**config.mk**
```make
export PLATFORM = sky130hd
export DESIGN_NAME = com_cmd_arbiter
export DESIGN_NICKNAME = d
export VERILOG_FILES = /design/src/rtl/com_cmd_arbiter.sv
export SDC_FILE = /design/constraint.sdc
export NUM_CORES = 1
export LEC_CHECK = 0
export ABC_AREA = 0
export CORE_MARGIN = 2
export CORE_UTILIZATION = 25
export CTS_CLUSTER_DIAMETER = 150
export DETAILED_ROUTE_END_ITERATION = 12
export PLACE_DENSITY = 0.61
export REMOVE_ABC_BUFFERS = 1
export SLEW_MARGIN = 5
export SYNTH_ARGS = -nofsm -noshare
export SYNTH_HDL_FRONTEND = slang
export SYNTH_SLANG_ARGS = --single-unit
export TNS_END_PERCENT = 50
```
**constraint.sdc**
```tcl
create_clock -name clk -period 2.8 [get_ports clk]
set_clock_uncertainty 0.05 [all_clocks]
set_input_delay 0.7 -clock clk [delete_from_list [all_inputs] [get_ports clk]]
set_output_delay 0.7 -clock clk [all_outputs]
set_load 0.01 [all_outputs]
```
**src/rtl/com_cmd_arbiter.sv**
```systemverilog
// Round-robin owner of the command channel: one Write strobe per grant, done on ComEnd.
// Optional WAIT-state timeout with err flag when COM_TIMEOUT_EN is defined.
module com_cmd_arbiter #(
  parameter int N_REQ       = 4,
  parameter int CMD_W       = 16,
  parameter int TIMEOUT_CYC = 1024
) (
  input  logic                   clk,
  input  logic                   reset,
  input  logic [N_REQ-1:0]       req,
  input  logic [N_REQ*CMD_W-1:0] cmd_in,
  input  logic                   ComEnd,
  output logic                   Write,
  output logic [CMD_W-1:0]       Cmd,
  output logic [N_REQ-1:0]       grant,
  output logic [N_REQ-1:0]       done,
  output logic                   err,
  output logic                   busy
);

  localparam int PW = (N_REQ > 1) ? $clog2(N_REQ) : 1;

  typedef enum logic [1:0] {
    IDLE,
    ISSUE,
    WAIT,
    DONE
  } state_t;

  state_t          state;
  logic [PW-1:0]   ptr;
  logic [PW-1:0]   owner;
  logic [PW-1:0]   pick;
  logic [PW-1:0]   idx;
  logic [PW:0]     sum;
  logic            found;
  logic [N_REQ-1:0] pick_oh;
  logic [CMD_W-1:0] pick_cmd;

  // Scan upward from ptr, wrapping, for the first pending requester
  always_comb begin
    pick  = ptr;
    found = 1'b0;
    sum   = '0;
    idx   = '0;
    for (int i = 0; i < N_REQ; i++) begin
      sum = {1'b0, ptr} + (PW+1)'(i);
      if (sum >= (PW+1)'(N_REQ)) sum = sum - (PW+1)'(N_REQ);
      idx = sum[PW-1:0];
      if (!found && req[idx]) begin
        found = 1'b1;
        pick  = idx;
      end
    end
  end

  always_comb begin
    pick_oh  = '0;
    pick_cmd = '0;
    for (int i = 0; i < N_REQ; i++) begin
      if (PW'(i) == pick) begin
        pick_oh[i] = 1'b1;
        pick_cmd   = cmd_in[i*CMD_W +: CMD_W];
      end
    end
  end

`ifdef COM_TIMEOUT_EN
  localparam int TW = $clog2(TIMEOUT_CYC + 1);
  logic [TW-1:0] tcnt;
  logic          tmo;
  assign tmo = (tcnt == TW'(TIMEOUT_CYC - 1));
`else
  assign err = 1'b0;
`endif

  always_ff @(posedge clk) begin
    if (reset) begin
      state <= IDLE;
      ptr   <= '0;
      owner <= '0;
      Write <= 1'b0;
      Cmd   <= '0;
      grant <= '0;
      done  <= '0;
      busy  <= 1'b0;
`ifdef COM_TIMEOUT_EN
      err   <= 1'b0;
      tcnt  <= '0;
`endif
    end else begin
      Write <= 1'b0;
      done  <= '0;
`ifdef COM_TIMEOUT_EN
      err   <= 1'b0;
`endif
      case (state)
        IDLE: begin
          if (found) begin
            state <= ISSUE;
            owner <= pick;
            grant <= pick_oh;
            Cmd   <= pick_cmd;
            Write <= 1'b1;
            busy  <= 1'b1;
          end
        end
        ISSUE: begin
          state <= WAIT;
`ifdef COM_TIMEOUT_EN
          tcnt  <= '0;
`endif
        end
        WAIT: begin
          if (ComEnd) begin
            state <= DONE;
            done  <= grant;
          end
`ifdef COM_TIMEOUT_EN
          else if (tmo) begin
            state <= DONE;
            done  <= grant;
            err   <= 1'b1;
          end else begin
            tcnt  <= tcnt + TW'(1);
          end
`endif
        end
        DONE: begin
          state <= IDLE;
          grant <= '0;
          busy  <= 1'b0;
          ptr   <= (owner == PW'(N_REQ - 1)) ? '0 : owner + PW'(1);
        end
        default: state <= IDLE;
      endcase
    end
  end

endmodule

```
==> results of run 1 <==
==> Yosys cell counts (all sizes together) (2+ instances only) <==
library cell,number,share of area
a21oi,4,0.011
a22oi,16,0.084
a32oi,4,0.019
and2,6,0.020
and3,17,0.057
buf,9,0.045
clkbuf,5,0.010
dfxtp,32,0.35
ha,5,0.034
inv,3,0.0061
mux2i,19,0.10
nand2,8,0.020
nand3,17,0.046
nor2,14,0.028
nor2b,4,0.013
nor3,3,0.0081
o211ai,16,0.094
o21ai,2,0.0054
o21bai,3,0.012
==> through the flow <==
stage / hold WS (ns) / area, sq um / worst slack [ns]
floorplan: 0.384 / 1750 / 0.522
global placement: 0.406 / 2990 / 0.0999
detailed placement: 0.412 / 2990 / 0.0581
CTS: 0.426 / 3110 / 0.367
global route: 0.454 / 3110 / 0.285
finish: 0.427 / 3110 / 0.356
==> worst register-to-register path: stages, from the launching register on <==
cell and delay [ns]:
sky130_fd_sc_hd__dfxtp_1 0.35, sky130_fd_sc_hd__and3b_1 0.20, sky130_fd_sc_hd__or4_4 0.50, sky130_fd_sc_hd__buf_4 0.21
sky130_fd_sc_hd__and3_1 0.17, sky130_fd_sc_hd__a22oi_1 0.19, sky130_fd_sc_hd__o211ai_2 0.10
==> layer usage <==
layer / share of wire / GRT usage
met5: 0 / 0
met4: 0.0071 / 0.0333
met3: 0.070 / 0.0436
met2: 0.48 / 0.234
met1: 0.45 / 0.165
==> path summary, 6_finish.rpt <==
| path | to | slack, ns | cells past startpoint |
|---|---|---|---|
| worst max-delay path | Cmd[9] | 0.36 | 7 |
| worst min-delay path | owner[1] | 0.43 | 2 |
| worst max register to register | Cmd[9] | 0.91 | 6 |
| worst min register to register | owner[1] | 0.43 | 2 |
==> cell families after synthesis <==
logic type | share of synthesized area
other cells | 0.00202
compound gates | 0.239
fa+ha+maj | 0.0337
flops | 0.345
mux | 0.102
buf+inv | 0.0614
simple gates | 0.216
==> final cells by class <==
type                            instances  area share
Timing Repair Buffer                  107       0.355
Tap cell                               99      0.0398
Sequential cell                        32       0.206
Inverter                                3     0.00362
Clock buffer                            7      0.0310
Multi-Input combinational cell        146       0.355
Clock inverter                          1     0.00965
==> sequential cells by signal, summed over array words and instances (netlist names) <==
name and flops:
Cmd 16, done 4, grant 4, owner 2
ptr 2, state 2, Write 1, busy 1
==> power breakdown <==
group          internal [mW]  switching [mW]
clock network          0.314           0.178
registers              0.585          0.0843
logic                  0.519           0.409
==> impl_metrics.json, run 1 <==
{
  "fp-row-count": 31,
  "report.final.slew_viol_count": 0,
  "io_pins": 98,
  "timing.critical_path.cells": "clkdlybuf4s50_1 -> nor2b_1 -> or4_4 -> buf_4 -> and3_1 -> a22oi_1 -> o211ai_2",
  "detailedRoute.firstPassIterationCount": 4,
  "number_of_buffers_created_by_cts": 5,
  "fillers": 731,
  "dp_hpwl_um": 4070,
  "critPathArrivalTime_ns": 2.56,
  "initial_core_util": 0.257,
  "synthesis.instances": 195,
  "class_of_the_tightest_hold_or_removal_check": "reg2reg",
  "synth_cell_type_count": 34,
  "clkLatencyLatePin_ns": 0.28,
  "worst_hold_startpoint": "owner[1]",
  "clock_path_buffers": 2,
  "synth.yosys.warnings": 0,
  "tritoncts": "built",
  "synth_edf_count": 0,
  "antenna_cells": 0,
  "critPathKind": "in2reg",
  "finalNetCount": 371,
  "grt_usage": 0.136,
  "endpoint_kind_of_the_worst_setup_timing_path": "flip-flop",
  "synth_ff_type": "sky130_fd_sc_hd__dfxtp_1",
  "post_synth.cell_area_avg_sq_um": 9.52,
  "drcViolationCount": 0,
  "post_cts.repair.setup_buffers": 0,
  "die_h_um": 90.2,
  "timing_worst_slew_pin_value_ns": 0.574,
  "grt_max_degree": 33,
  "area_delta_synth_final_pct": 67.7,
  "drive_above_1_share": 0.139,
  "cts_hold_buf": 0,
  "initial_drc_count": 38,
  "tns_ns": 0,
  "worst-path-buf-inv": 2,
  "crit_path_start": "req[0]",
  "cts-resized-gates": 0,
  "route.final.wire_length_um": 5510,
  "most-common-layout-cells": "sky130_fd_sc_hd__clkdlybuf4s50_1 (96), sky130_fd_sc_hd__dfxtp_1 (32), sky130_fd_sc_hd__mux2i_1 (19)",
  "report.power.total_mw": 2.09,
  "reg2reg_from": "ptr[1]",
  "multiInputGateArea_sq_mm": 0.00110,
  "cpMaxStageDelayCell": "sky130_fd_sc_hd__or4_4",
  "cp_slowest_stage_delay_ns": 0.54,
  "portBuffers": 96,
  "p_leak_nw": 1.19,
  "die_x_um": 90.2,
  "critical_path_peak_fanout": 17,
  "vias_in_the_first_global_route": 1918,
  "rsz0062_at_grt": "false",
  "synth_sequential_area_ratio": 0.345,
  "wire_length_of_the_first_global_routing_pass_um": 9110,
  "htree_num_levels": 2,
  "number_of_endpoints_failing_setup_at_the_final_stage": 0,
  "drt-wirelength-per-cell_um": 13.9,
  "max_freq_mhz": 409,
  "cts.root.buffer_cell": "sky130_fd_sc_hd__clkbuf_8",
  "max_slew_margin": 0.615,
  "final_common_cell": "sky130_fd_sc_hd__clkdlybuf4s50_1",
  "clk_pin_slew_ns": 0.07,
  "drt.antenna.violating_nets": 0,
  "minimum_period_implied_by_the_final_worst_setup_slack_ns": 2.44,
  "globalRoute.totalOverflow": 0,
  "yosys_register_bits": 32,
  "placed_cells": 387,
  "power_per_cell_area_mw_per_mm2": 672,
  "crit_family": "simple AND/OR/NAND/NOR gates",
  "run_status": "complete, no violations",
  "crit_path_start_kind": "primary input",
  "gp_routability_congestion": 0.717,
  "die_area_sq_mm": 0.00813,
  "synth.cell_area_sq_mm": 0.00186,
  "synthArstFlopShare": 0,
  "maxCapViolCount": 0,
  "grt_antenna_before_repair": 0,
  "postLayoutCoreUtil": 0.431,
  "layout.cells.non_filler": 395,
  "max-vdd-ir-drop_mv": 0.376,
  "timing.critical_path.required_ns": 2.92,
  "via_count": 1876,
  "tritoncts_num_sinks": 32,
  "post-route-period-util": 0.873,
  "fp.coreArea_sq_mm": 0.00721,
  "hold_violations": 0,
  "post_drt_via_cell_ratio": 4.75,
  "final-seq-area_sq_um": 641
}
No activity file was read; power rests on OpenSTA's default activity.
==> run 2, diff against run 1 <==
Settings changed: GPL_ROUTABILITY_DRIVEN set to 0.
==> results of run 2 <==
Same layout as run 1: the final DEF is identical, and so are final timing and power.
==> run 3, diff against run 2 <==
Settings changed: ABC_AREA 0 to not set, CORE_UTILIZATION 25 to 39, PLACE_DENSITY 0.61 to 0.86.
==> impl_metrics.json, run 3 (same netlist as run 1, synthesis figures left out) <==
{
  "postLayoutCellArea_sq_mm": 0.00304,
  "antenna_cells": 0,
  "max-vdd-ir-drop_mv": 0.423,
  "reg2reg_from": "ptr[1]",
  "cts.root.buffer_cell": "sky130_fd_sc_hd__clkbuf_8",
  "route.final.wire_length_um": 5330,
  "rsz0062_at_grt": "false",
  "switchingPower_mw": 0.677,
  "drt.antenna.violating_nets": 0,
  "post-route-worst-setup-slack_ns": 0.354,
  "initial_core_util": 0.398,
  "critPathArrivalTime_ns": 2.55,
  "grt_max_degree": 33,
  "tns_ns": 0,
  "clk_pin_slew_ns": 0.08,
  "crit_family": "simple AND/OR/NAND/NOR gates",
  "fp.coreArea_sq_mm": 0.00466,
  "class_of_the_tightest_hold_or_removal_check": "reg2reg",
  "postLayoutCoreUtil": 0.652,
  "layout_top_registers": "Cmd: 16 flops, done: 4 flops, grant: 4 flops",
  "internal_power_mw": 1.36,
  "globalRoute.totalOverflow": 0,
  "die_x_um": 73.0,
  "hold_slack_ns": 0.436,
  "post-route-period-util": 0.873,
  "p_leak_nw": 1.18,
  "grt_antenna_before_repair": 0,
  "post_cts.repair.setup_buffers": 0,
  "report.final.slew_viol_count": 0,
  "wire_length_of_the_first_global_routing_pass_um": 8540,
  "cts-resized-gates": 0,
  "ff2ff_path_depth": 6,
  "run_status": "complete, no violations",
  "power.share.combinational": 0.453,
  "most-common-layout-cells": "sky130_fd_sc_hd__clkdlybuf4s50_1 (96), sky130_fd_sc_hd__dfxtp_1 (32), sky130_fd_sc_hd__mux2i_1 (19)",
  "power.clock.fraction": 0.219,
  "finalNetCount": 373,
  "worst-path-buf-inv": 2,
  "placement.cell_area_sq_mm": 0.00293,
  "fp-row-count": 25,
  "die_h_um": 73.0,
  "drcViolationCount": 0,
  "detailedRoute.firstPassIterationCount": 4,
  "initial_drc_count": 65,
  "r2r_slack_ns": 0.87,
  "largest_register_ff_count": 16,
  "timing.critical_path.cells": "clkdlybuf4s50_1 -> and3b_1 -> or4_4 -> buf_4 -> and3_1 -> a22oi_1 -> o211ai_2",
  "minimum_period_implied_by_the_final_worst_setup_slack_ns": 2.45,
  "crit_path_start_kind": "primary input",
  "cts_hold_buf": 0,
  "endpoint_kind_of_the_worst_setup_timing_path": "flip-flop",
  "crit_path_start": "req[3]",
  "p_seq_frac": 0.328,
  "number_of_buffers_created_by_cts": 5,
  "critical_path_peak_fanout": 17,
  "cpMaxStageDelayCell": "sky130_fd_sc_hd__or4_4",
  "portBuffers": 96,
  "die_area_sq_mm": 0.00533,
  "tritoncts_num_sinks": 32,
  "dp_hpwl_um": 4050,
  "drt-wirelength-per-cell_um": 15.1,
  "clkLatencyLatePin_ns": 0.29,
  "grt_usage": 0.208,
  "area_delta_synth_final_pct": 63.9,
  "via_count": 1871,
  "vias_in_the_first_global_route": 1844,
  "io_pins": 98,
  "power.switching_fraction": 0.332,
  "worst-path-stages": 7,
  "largest-register": "Cmd",
  "max_freq_mhz": 409,
  "worstReg2RegEnd": "Cmd[9]",
  "final_common_cell": "sky130_fd_sc_hd__clkdlybuf4s50_1",
  "preCtsSetupSlack_ns": 0.0444,
  "drive_above_1_share": 0.141,
  "cp_slowest_stage_delay_ns": 0.50,
  "report.power.total_mw": 2.04,
  "post_drt_via_cell_ratio": 5.32,
  "tritoncts": "built",
  "timing.critical_path.to": "Cmd[9]",
  "clock_path_buffers": 2,
  "number_of_endpoints_failing_setup_at_the_final_stage": 0,
  "maxCapViolCount": 0,
  "critPathKind": "in2reg",
  "placed_cells": 344,
  "htree_num_levels": 2,
  "power_per_cell_area_mw_per_mm2": 671,
  "timing.critical_path.required_ns": 2.90,
  "hold_violations": 0,
  "layout.cells.non_filler": 352
}
-- run 3: power by group through the flow --
stage | logic, mW | clock network (mW) | registers (mW)
global placement | 0.903 | 0 | 0.674
floorplan | 0.390 | 0 | 0.718
CTS | 0.933 | 0.458 | 0.670
finish | 0.923 | 0.447 | 0.669
detailed placement | 0.926 | 0 | 0.679
global route | 1.00 | 0.482 | 0.684
-- run 3: worst min-delay path by stage --
stage | startpoint | to | slack (ns) | cells past startpoint
4_1_cts | busy | busy | 0.43 | 2
3_3_place_gp | owner[1] | owner[1] | 0.40 | 2
2_1_floorplan | owner[1] | owner[1] | 0.38 | 2
3_5_place_dp | busy | busy | 0.42 | 2
6_report | busy | busy | 0.44 | 2
5_1_grt | owner[0] | owner[0] | 0.47 | 2
-- run 3: layer usage --
| metal | global-route usage | wire, um | part of all wire | vias to the layer above |
|---|---|---|---|---|
| li1 | - | - | - | 928 |
| met1 | 0.250 | 2250 | 0.42 | 860 |
| met2 | 0.357 | 2590 | 0.49 | 77 |
| met3 | 0.0649 | 443 | 0.083 | 6 |
| met4 | 0.0576 | 41 | 0.0077 | 0 |
| met5 | 0 | 0 | 0 | - |
-- run 3: cell type report --
class / count / area [sq um]
fill: 401 / 1620
multi-input combinational: 146 / 1100
timing repair buffer: 109 / 1110
tap: 54 / 67.6
clock inverter: 3 / 42.5
clock buffer: 5 / 68.8
sequential: 32 / 641
inverter: 3 / 11.3
-- run 3: worst register-to-register path, cell delays in order, from the launching register on --
cell and delay [ns]:
sky130_fd_sc_hd__dfxtp_1 0.35, sky130_fd_sc_hd__and3b_1 0.19, sky130_fd_sc_hd__or4_4 0.50, sky130_fd_sc_hd__buf_4 0.21, sky130_fd_sc_hd__and3_1 0.19, sky130_fd_sc_hd__a22oi_1 0.20
sky130_fd_sc_hd__o211ai_2 0.11
